`config.mk`:
```
export PLATFORM = sky130hd
export DESIGN_NAME = regfile_mp
export DESIGN_NICKNAME = d
export VERILOG_FILES = /design/src/rtl/regfile_pkg.sv /design/src/rtl/regfile_bypass.sv /design/src/rtl/regfile_mp.sv
export SDC_FILE = /design/constraint.sdc
export NUM_CORES = 2
export LEC_CHECK = 0
export CORE_MARGIN = 3
export CORE_UTILIZATION = 23
export CTS_CLUSTER_SIZE = 14
export DETAILED_ROUTE_END_ITERATION = 12
export HOLD_SLACK_MARGIN = 0.08
export MAX_ROUTING_LAYER = met4
export RECOVER_POWER = 100
export SLEW_MARGIN = 15
export SYNTH_ARGS = -nofsm -noshare
export SYNTH_HDL_FRONTEND = slang
export SYNTH_SLANG_ARGS = --single-unit
```
`constraint.sdc`:
```
create_clock -name clk -period 6.1 [get_ports clk]
set_clock_uncertainty 0.05 [all_clocks]
set_input_delay 0.915 -clock clk [delete_from_list [all_inputs] [get_ports clk]]
set_output_delay 0.915 -clock clk [all_outputs]
set_load 0.05 [all_outputs]
```
`src/rtl/regfile_pkg.sv`:
```
// ----------------------------------------------------------------------------
// regfile_pkg
// Shared types and defaults for the multi-port register file (regfile_mp).
//   rf_state_e : sequencer states (CLEAR sweep, RUN)
//   RF_*_DEF   : default geometry of the register file
//   rf_aw()    : address width for a given depth
// ----------------------------------------------------------------------------
package regfile_pkg;

    typedef enum logic [0:0] {
        CLEAR = 1'b0,
        RUN   = 1'b1
    } rf_state_e;

    localparam int RF_WIDTH_DEF  = 32;
    localparam int RF_DEPTH_DEF  = 32;
    localparam int RF_NUM_RD_DEF = 2;

    // Address width needed to index 'depth' entries.
    function automatic int rf_aw(input int depth);
        return $clog2(depth);
    endfunction

endpackage

```
`src/rtl/regfile_bypass.sv`:
```
// ----------------------------------------------------------------------------
// regfile_bypass
// One combinational read port of the register file with same-cycle
// write->read forwarding from the two write-back lanes.
// Ports:
//   en      : 1 = file is in RUN and not in reset; 0 forces rd=0, hit=0
//   ra      : read address
//   we0/wa0/wd0, we1/wa1/wd1 : qualified write lanes (already gated by RUN)
//   arr_rd  : array contents at ra
//   rd      : read data (entry 0 always reads 0)
//   hit     : 1 when rd was taken from a write lane this cycle
// ----------------------------------------------------------------------------
module regfile_bypass
    import regfile_pkg::*;
#(
    parameter int WIDTH = RF_WIDTH_DEF,
    parameter int AW    = 5
) (
    input  logic             en,
    input  logic [AW-1:0]    ra,
    input  logic             we0,
    input  logic [AW-1:0]    wa0,
    input  logic [WIDTH-1:0] wd0,
    input  logic             we1,
    input  logic [AW-1:0]    wa1,
    input  logic [WIDTH-1:0] wd1,
    input  logic [WIDTH-1:0] arr_rd,
    output logic [WIDTH-1:0] rd,
    output logic             hit
);

    // Read mux: lane 1 has priority over lane 0 because it is the later
    // write in program order, matching the array write priority.
    always_comb begin
        rd  = '0;
        hit = 1'b0;
        if (!en || (ra == '0)) begin
            rd  = '0;
            hit = 1'b0;
        end else if (we1 && (wa1 == ra)) begin
            rd  = wd1;
            hit = 1'b1;
        end else if (we0 && (wa0 == ra)) begin
            rd  = wd0;
            hit = 1'b1;
        end else begin
            rd  = arr_rd;
            hit = 1'b0;
        end
    end

endmodule

```
`src/rtl/regfile_mp.sv`:
```
// ----------------------------------------------------------------------------
// regfile_mp
// Parametrised multi-port integer register file for the pipelined datapath.
//   - NUM_RD combinational read ports, two write-back lanes (lane 1 wins on
//     an address collision), entry 0 hard-wired to zero.
//   - Same-cycle write->read forwarding on every read port.
//   - After reset a sequencer sweeps entries 1..DEPTH-1 to zero; rf_ready
//     stays low, and writes / issues are ignored, until the sweep completes.
//   - Optional busy scoreboard, enabled by defining RF_SCOREBOARD_EN.
//     Without it rbusy is tied low and iss_vld/iss_addr are unused.
// Ports:
//   clk, rst          : clock, synchronous active-high reset
//   ra  [NUM_RD*AW]   : read addresses, port i at [i*AW +: AW]
//   rd  [NUM_RD*WIDTH]: read data, port i at [i*WIDTH +: WIDTH]
//   we0/wa0/wd0       : write lane 0
//   we1/wa1/wd1       : write lane 1
//   rf_ready          : 1 = clear sweep done, file accepting writes
//   iss_vld/iss_addr  : scoreboard: instruction issued to iss_addr
//   rbusy [NUM_RD]    : scoreboard: read port i targets a pending write
// ----------------------------------------------------------------------------
module regfile_mp
    import regfile_pkg::*;
#(
    parameter int WIDTH  = RF_WIDTH_DEF,
    parameter int DEPTH  = RF_DEPTH_DEF,
    parameter int NUM_RD = RF_NUM_RD_DEF
) (
    input  logic                              clk,
    input  logic                              rst,
    input  logic [NUM_RD*$clog2(DEPTH)-1:0]   ra,
    output logic [NUM_RD*WIDTH-1:0]           rd,
    input  logic                              we0,
    input  logic [$clog2(DEPTH)-1:0]          wa0,
    input  logic [WIDTH-1:0]                  wd0,
    input  logic                              we1,
    input  logic [$clog2(DEPTH)-1:0]          wa1,
    input  logic [WIDTH-1:0]                  wd1,
    output logic                              rf_ready,
    input  logic                              iss_vld,
    input  logic [$clog2(DEPTH)-1:0]          iss_addr,
    output logic [NUM_RD-1:0]                 rbusy
);

    localparam int AW = rf_aw(DEPTH);

    // ------------------------------------------------------------------
    // Sequencer state
    // ------------------------------------------------------------------
    rf_state_e        state_q,    state_d;
    logic [AW-1:0]    clr_idx_q,  clr_idx_d;
    logic             rf_ready_q, rf_ready_d;
    logic             clr_we_s;

    // Storage: no data reset, only the CLEAR sweep zeroes it.
    logic [WIDTH-1:0] mem_q [DEPTH];
    logic [WIDTH-1:0] mem_d [DEPTH];

    // Qualified write lanes and run indication shared by all ports.
    logic             run_s;
    logic             we0_s;
    logic             we1_s;
    logic [NUM_RD-1:0] hit_s;

    // rst is folded in so nothing is written, forwarded or issued on the
    // reset edge even when the FSM was in RUN.
    assign run_s = (state_q == RUN) && !rst;
    assign we0_s = we0 && run_s && (wa0 != '0);
    assign we1_s = we1 && run_s && (wa1 != '0);

    // State register: FSM state, sweep index and ready flag.
    always_ff @(posedge clk) begin
        if (rst) begin
            state_q    <= CLEAR;
            clr_idx_q  <= AW'(1);
            rf_ready_q <= 1'b0;
        end else begin
            state_q    <= state_d;
            clr_idx_q  <= clr_idx_d;
            rf_ready_q <= rf_ready_d;
        end
    end

    // Next-state logic: sweep 1..DEPTH-1, then enter RUN and stay there.
    always_comb begin
        state_d   = state_q;
        clr_idx_d = clr_idx_q;
        if (rst) begin
            state_d   = CLEAR;
            clr_idx_d = AW'(1);
        end else begin
            case (state_q)
                CLEAR: begin
                    clr_idx_d = clr_idx_q + AW'(1);
                    if (clr_idx_q == AW'(DEPTH - 1)) begin
                        state_d = RUN;
                    end else begin
                        state_d = CLEAR;
                    end
                end
                RUN: begin
                    state_d   = RUN;
                    clr_idx_d = clr_idx_q;
                end
                default: begin
                    state_d   = CLEAR;
                    clr_idx_d = AW'(1);
                end
            endcase
        end
    end

    // Output logic: ready is registered so it rises on the first RUN cycle.
    always_comb begin
        rf_ready_d = 1'b0;
        clr_we_s   = 1'b0;
        case (state_q)
            CLEAR: begin
                clr_we_s   = 1'b1;
                rf_ready_d = (state_d == RUN);
            end
            RUN: begin
                clr_we_s   = 1'b0;
                rf_ready_d = (state_d == RUN);
            end
            default: begin
                clr_we_s   = 1'b0;
                rf_ready_d = 1'b0;
            end
        endcase
    end

    assign rf_ready = rf_ready_q;

    // Array next value: sweep write in CLEAR, else lane 1 over lane 0.
    always_comb begin
        mem_d[0] = '0;
        for (int e = 1; e < DEPTH; e++) begin
            if (clr_we_s) begin
                if (clr_idx_q == AW'(e)) begin
                    mem_d[e] = '0;
                end else begin
                    mem_d[e] = mem_q[e];
                end
            end else if (we1_s && (wa1 == AW'(e))) begin
                mem_d[e] = wd1;
            end else if (we0_s && (wa0 == AW'(e))) begin
                mem_d[e] = wd0;
            end else begin
                mem_d[e] = mem_q[e];
            end
        end
    end

    // Array storage update.
    always_ff @(posedge clk) begin
        for (int e = 0; e < DEPTH; e++) begin
            mem_q[e] <= mem_d[e];
        end
    end

    // ------------------------------------------------------------------
    // Read ports
    // ------------------------------------------------------------------
    for (genvar i = 0; i < NUM_RD; i++) begin : g_rd
        regfile_bypass #(
            .WIDTH (WIDTH),
            .AW    (AW)
        ) u_bypass (
            .en     (run_s),
            .ra     (ra[i*AW +: AW]),
            .we0    (we0_s),
            .wa0    (wa0),
            .wd0    (wd0),
            .we1    (we1_s),
            .wa1    (wa1),
            .wd1    (wd1),
            .arr_rd (mem_q[ra[i*AW +: AW]]),
            .rd     (rd[i*WIDTH +: WIDTH]),
            .hit    (hit_s[i])
        );
    end

    // ------------------------------------------------------------------
    // Busy scoreboard
    // ------------------------------------------------------------------
`ifdef RF_SCOREBOARD_EN
    logic [DEPTH-1:0]  busy_q, busy_d;
    logic [NUM_RD-1:0] rbusy_s;

    // Busy register.
    always_ff @(posedge clk) begin
        if (rst) begin
            busy_q <= '0;
        end else begin
            busy_q <= busy_d;
        end
    end

    // Set on issue, clear on write-back; a same-cycle set beats the clear
    // because the issuing instruction is the newer producer.
    always_comb begin
        busy_d    = busy_q;
        busy_d[0] = 1'b0;
        for (int e = 1; e < DEPTH; e++) begin
            if (run_s && iss_vld && (iss_addr == AW'(e))) begin
                busy_d[e] = 1'b1;
            end else if ((we0_s && (wa0 == AW'(e))) ||
                         (we1_s && (wa1 == AW'(e)))) begin
                busy_d[e] = 1'b0;
            end else begin
                busy_d[e] = busy_q[e];
            end
        end
    end

    // A port that forwards this cycle already has its data, so it is not busy.
    always_comb begin
        rbusy_s = '0;
        for (int i = 0; i < NUM_RD; i++) begin
            if (run_s && (ra[i*AW +: AW] != '0) && !hit_s[i]) begin
                rbusy_s[i] = busy_q[ra[i*AW +: AW]];
            end else begin
                rbusy_s[i] = 1'b0;
            end
        end
    end

    assign rbusy = rbusy_s;
`else
    logic sb_unused_s;

    assign sb_unused_s = ^{iss_vld, iss_addr, hit_s};
    assign rbusy       = '0;
`endif

endmodule
```
# Word-level counts from Yosys, hierarchy flattened
# Memories as Yosys holds them, arrays and structs flattened.
# Index checks and enable logic that the tools add are counted.
# totals
ramBits	1024
out_inout_bits	67
regBits	6
elab_cells	408
memories	1
# classes
add_sub_neg	1
muxes	134
bitwise	1
eq_ne	159
n_reduce_logical	110
# mem_list
memory	depth	word_bits	read_ports	rd_ports_with_merged_regs	write_ports	line_no	rtl
mem_q	32	32	2	0	32	regfile_mp.sv:55	logic [WIDTH-1:0] mem_q [DEPTH];
# op_table
operator	count
$mux W32	130
$eq A5 B5 Y1 const B	48
$eq A5 B4 Y1 const B	24
$ne A3 B3 Y1 const B	31
$logic_and A1 B1 Y1	71
$ne A2 B2 Y1 const B	31
$reduce_and A2 Y1	31
$eq A5 B3 Y1 const B	12
$eq A5 B2 Y1 const B	6
$eq A5 B5 Y1	4
$eq A5 B1 Y1 const B	3
$logic_not A5 Y1	2
$reduce_bool A5 Y1	2
$add A5 B1 Y5 const B	1
$mux W5	1
$pmux W1 S2	2
$logic_not A1 Y1	2
$logic_or A1 B1 Y1	2
$mux W1	1
$not A1 Y1	1

# Depth between registers and ports, before layout
# logic_depth
ltp_word	8
mapped_depth	10
depth_no_buf	6

# Cells and area by module
# Synthesis repeated with hierarchy kept, for this count alone.
# hier_totals
hier_cells	6426
area_unflattened_um2	67684.9
# modules_own_cells
module	instances	area_each_um2	cells_per_inst
regfile_mp	1	65029.9	6070
regfile_bypass	2	1327.5	178

# Worst setup path after synthesis
# No wires, ideal clock.
# synth_path
kind	register to register
startpoint	register rf_ready (netlist name)
endpoint	memory mem_q[16][0] (netlist bit) (enable)
n_path_buf	2
setup_slack_ps	547
required_time_ps	5517
arrival_time_ps	4970
synth_period_minus_slack_ps	5553
stages_incl_launch_ff	6
path_cell_list	dfxtp_1 -> clkbuf_1 -> clkbuf_1 -> nor2_1 -> nand2_1 -> o311ai_0
# synth_rtl
element	line_no
end, declared	regfile_mp.sv:55

# Worst setup path after layout
# layout_path
startpoint	input port wa1[3]
endpoint	output port rd[2]
# layout_between
elab_chain_len	5
elab_cells_between_ends	6
cone_classes	1 x eq/ne; 2 x mux; 3 x reduce/logical
# layout_rtl
element	line_no	rtl
start, declared	regfile_mp.sv:36	input logic [$clog2(DEPTH)-1:0] wa1,
$reduce_bool A5 Y1	regfile_mp.sv:68	assign we1_s = we1 && run_s && (wa1 != '0);
$logic_and A1 B1 Y1	regfile_mp.sv:68	
$logic_and A1 B1 Y1 (*)	regfile_bypass.sv:40	end else if (we1 && (wa1 == ra)) begin
$mux W32 (*)	regfile_bypass.sv:40	
$mux W32 (*)	regfile_bypass.sv:37	if (!en || (ra == '0)) begin
end, declared	regfile_mp.sv:31	output logic [NUM_RD*WIDTH-1:0] rd,
# Mark *: on every way between the ends. The rest lies on a longest branch, timed or not.

==> results.md <==
- CP bufs+invs: 3
- Initial Util: 23.2%
- CTS root buf: clkbuf_16
- Crit path largest cell delay: 1.29 ns
- Sequential share of power: 46.9%
- Outcome: finished, violations left
- Setup-failing EPs final: 0
- Yosys Warn Count: 0
- PortBufs: 152
- Post-synth ARST share: 0%
- Final core utilization: 26.4%
- Maxcap violations: 58
- Setup repair bufs after CTS: 0
- P_int: 11.9 mW
- Initial DRC Count: 9888
- Num Clock Sinks: 998
- Switch Pwr: 4.29 mW
- Mapped cell area: 0.0655 sq mm
- Syn_area_per_cell: 10.1 sq um
- Largest net degree at the start of global routing: 280
- CP endpoint kind: output port
- GRT Total Usage: 20.0%
- GRT Residual Overflow: 0
- CTS tree: built
- Sw Ratio: 26.5%
- Hold_ws: 0.517 ns
- Hold Buf Count CTS: 0
- DRT Wirelength: 295000 um
- CP max stage cell: a21oi_2
- Chip height: 540 um
- Kind of critical path: in -> out
- Failing checks: max-capacitance violations, max-slew violations
- Final instance area: 0.0746 sq mm
- Crit path DAT: 5.07 ns
- Setup TNS: 0 ns
- Slew Viols, Final: 1769
- Primary FF master, synth: edfxtp_1
- Max H-tree Level: 3
- Via count: 56800
- Pre-CTS setup slack: 0.222 ns
- Number of synthesized flops with an enable pin: 992
- Placed Area: 0.0720 sq mm
- Max IR drop VDD: 0.000225 V
- Clock power share: 41.5%
- Core area: 0.283 sq mm
- RSZ-0062 raised after global routing: no
- Area grow syn2layout: 13.9%
- Routed WL per cell: 29.3 um
- First-pass GRT wire length: 411000 um
- Minimum clock period: 6.03 ns
- Crit-path most repeated cell: nor3_1
- HP Class: reg -> reg
- Seq/Total Area, Yosys: 45.7%
- Fmax: 166 MHz
- Pre-antenna DRT Iters: 10
- Static leakage: 24.6 nW
- Pwr per Cell Area: 217 mW/mm^2
- Final Cycle Share: 98.9%
- WP data required: 5.13 ns
- Initial antenna violation count: 18
- Layout cell share with drive strength beyond 1: 15.9%
- Actual slew at the worst max-slew pin: 3.47 ns
- Routed Antenna Nets: 0
- CP top delay family: compound AO/OA/AOI/OAI gates
- Clock insertion delay at the later pin of the skew report: 0.76 ns
- Comb pwr share: 11.6%
- Power, Total: 16.2 mW
- Reg clk slew, reported paths: 0.06 ns
- Vias per cell: 5.64
- Flop2flop setup slack: 0.07 ns
- DRC errors left: 0
- HPWL after detailed placement: 180000 um
- Number of global-route vias before repair: 54900
- FP Rows: 195
- Final Hold Viols: 0
- Placed cell count: 9852
- Fin cells: 10100
- Cell variety after synth: 66
- Worst path cell trace: dlygate4sd3_1 > or2_1 > nor3_1 > nor3_1 > a21oi_2 > buf_4 > a32o_1 > clkbuf_2
- Final Worst Setup Slack: 0.0678 ns
- Die area: 0.291 sq mm
- I/O pin total: 161
- Slew margin rel.: -132%
- Crit path max fanout: 17
- Post-cts gate resize count: 0
- Layout Nets: 6322
- CTS Buf Count: 110
- Die width: 540 um
- Crit start category: primary input
- Cells after Synth: 6481
- Max clock buf depth: 3
- Routability cong.: 0.950
- Synthesis-stage register bit count: 998
## routing by layer
layer	GRT usage, %	wire length, um
met1	24.8	104000
met2	29.1	128000
met3	5.11	41900
met4	12.0	20800
met5	-	0
## state kept, by name, indices dropped and copies added, names as in the netlist
register   flops
clr_idx_q      5
mem_q        992
rf_ready       1
## worst paths after layout
| path | startpoint | endpoint | cells past startpoint |
|---|---|---|---|
| max | wa1[3] | rd[2] | 8 |
| min | clr_idx_q[4] | clr_idx_q[4] | 2 |
| max reg2reg | rf_ready | mem_q[13][30] | 6 |
| min reg2reg | clr_idx_q[4] | clr_idx_q[4] | 2 |
## synthesized netlist by cell type, drive strengths merged, types with 6 or more instances
cell     instances  share of area, %
buf            228               1.5
mux4           317                11
inv             15             0.086
mux2i          198               3.0
a22oi          148               1.7
nand2b          47              0.45
a21boi         992                11
a31oi           31              0.30
a221o           32              0.49
nor4             6             0.057
mux2           132               2.3
edfxtp         992                45
or3              9             0.094
nor2b           63              0.60
a221oi          46              0.62
dfxtp            6              0.18
nor3            61              0.47
xnor2           17              0.23
a32o            32              0.49
nand2         2080                12
clkbuf         581               3.4
a211oi          24              0.28
nand3b           6             0.069
nand4           35              0.33
o211ai          37              0.42
o21ai           31              0.24
o221ai           7             0.094
or2             28              0.27
nand3           96              0.73
ha               6              0.11
a22o            32              0.43
o22ai           26              0.25
a2111oi         24              0.32
xor2             6             0.080
nor2            50              0.30
## cell families (layout without fill, tap and decap cells)
| logic type | count (synthesis) | in the layout | synth area share, % |
|---|---|---|---|
| xor gates and xnor gates | 23 | 23 | 0.308 |
| adders and majority gates | 6 | 6 | 0.115 |
| buffers and inverters | 825 | 658 | 4.94 |
| other | 1 | 15 | 0.00573 |
| DFF | 998 | 998 | 45.7 |
| AOI/OAI and AO/OA | 1476 | 1476 | 17.2 |
| muxes | 647 | 647 | 16.2 |
| and+or+nand+nor | 2505 | 2505 | 15.6 |
## worst reg2reg max path, stage by stage (launching register included)
cell	delay (ns)
dfxtp_1	1.11
nand3b_1	0.63
or3_1	0.66
nor2_1	2.57
buf_4	0.54
nand2_1	0.08
a21boi_0	0.22
## power by group through the flow
| stage | Clock [mW] | Sequential (mW) | Combinational [mW] |
|---|---|---|---|
| detailed placement | 0 | 7.73 | 1.83 |
| global placement | 0 | 7.72 | 1.82 |
| floorplan | 0 | 7.72 | 1.11 |
| CTS | 6.73 | 7.59 | 1.84 |
| finish | 6.71 | 7.59 | 1.87 |
| global route | 7.01 | 7.60 | 1.93 |
## layout by cell type, fill, tap and decap left out, types with 38 or more instances in the layout
| cell | synthesis | routed |
|---|---|---|
| nor2b_1 | 63 | 56 |
| mux4_2 | 317 | 317 |
| a22oi_1 | 148 | 148 |
| nand2_1 | 2080 | 2060 |
| a21boi_1 | 892 | 57 |
| a221oi_1 | 46 | 46 |
| clkbuf_2 | 29 | 84 |
| buf_4 | 4 | 189 |
| buf_12 | 0 | 38 |
| nor3_1 | 61 | 61 |
| nand2b_1 | 47 | 47 |
| clkbuf_16 | 0 | 113 |
| edfxtp_1 | 992 | 992 |
| nand3_1 | 96 | 91 |
| clkbuf_1 | 552 | 62 |
| a21boi_0 | 100 | 935 |
| clkdlybuf4s50_1 | 0 | 77 |
| mux2_2 | 126 | 126 |
| mux2i_1 | 198 | 198 |
## area by class of cell
class	count	area [sq um]
diodes	13	32.5
clock buffers	149	3010
clock inverters	56	472
fillers	29200	208000
inverters	16	60.1
multi-input cells	4659	32700
flip-flops and latches	998	29900
well taps	3743	4680
repair buffers	437	3680
No activity file was read; power rests on OpenSTA's default activity.
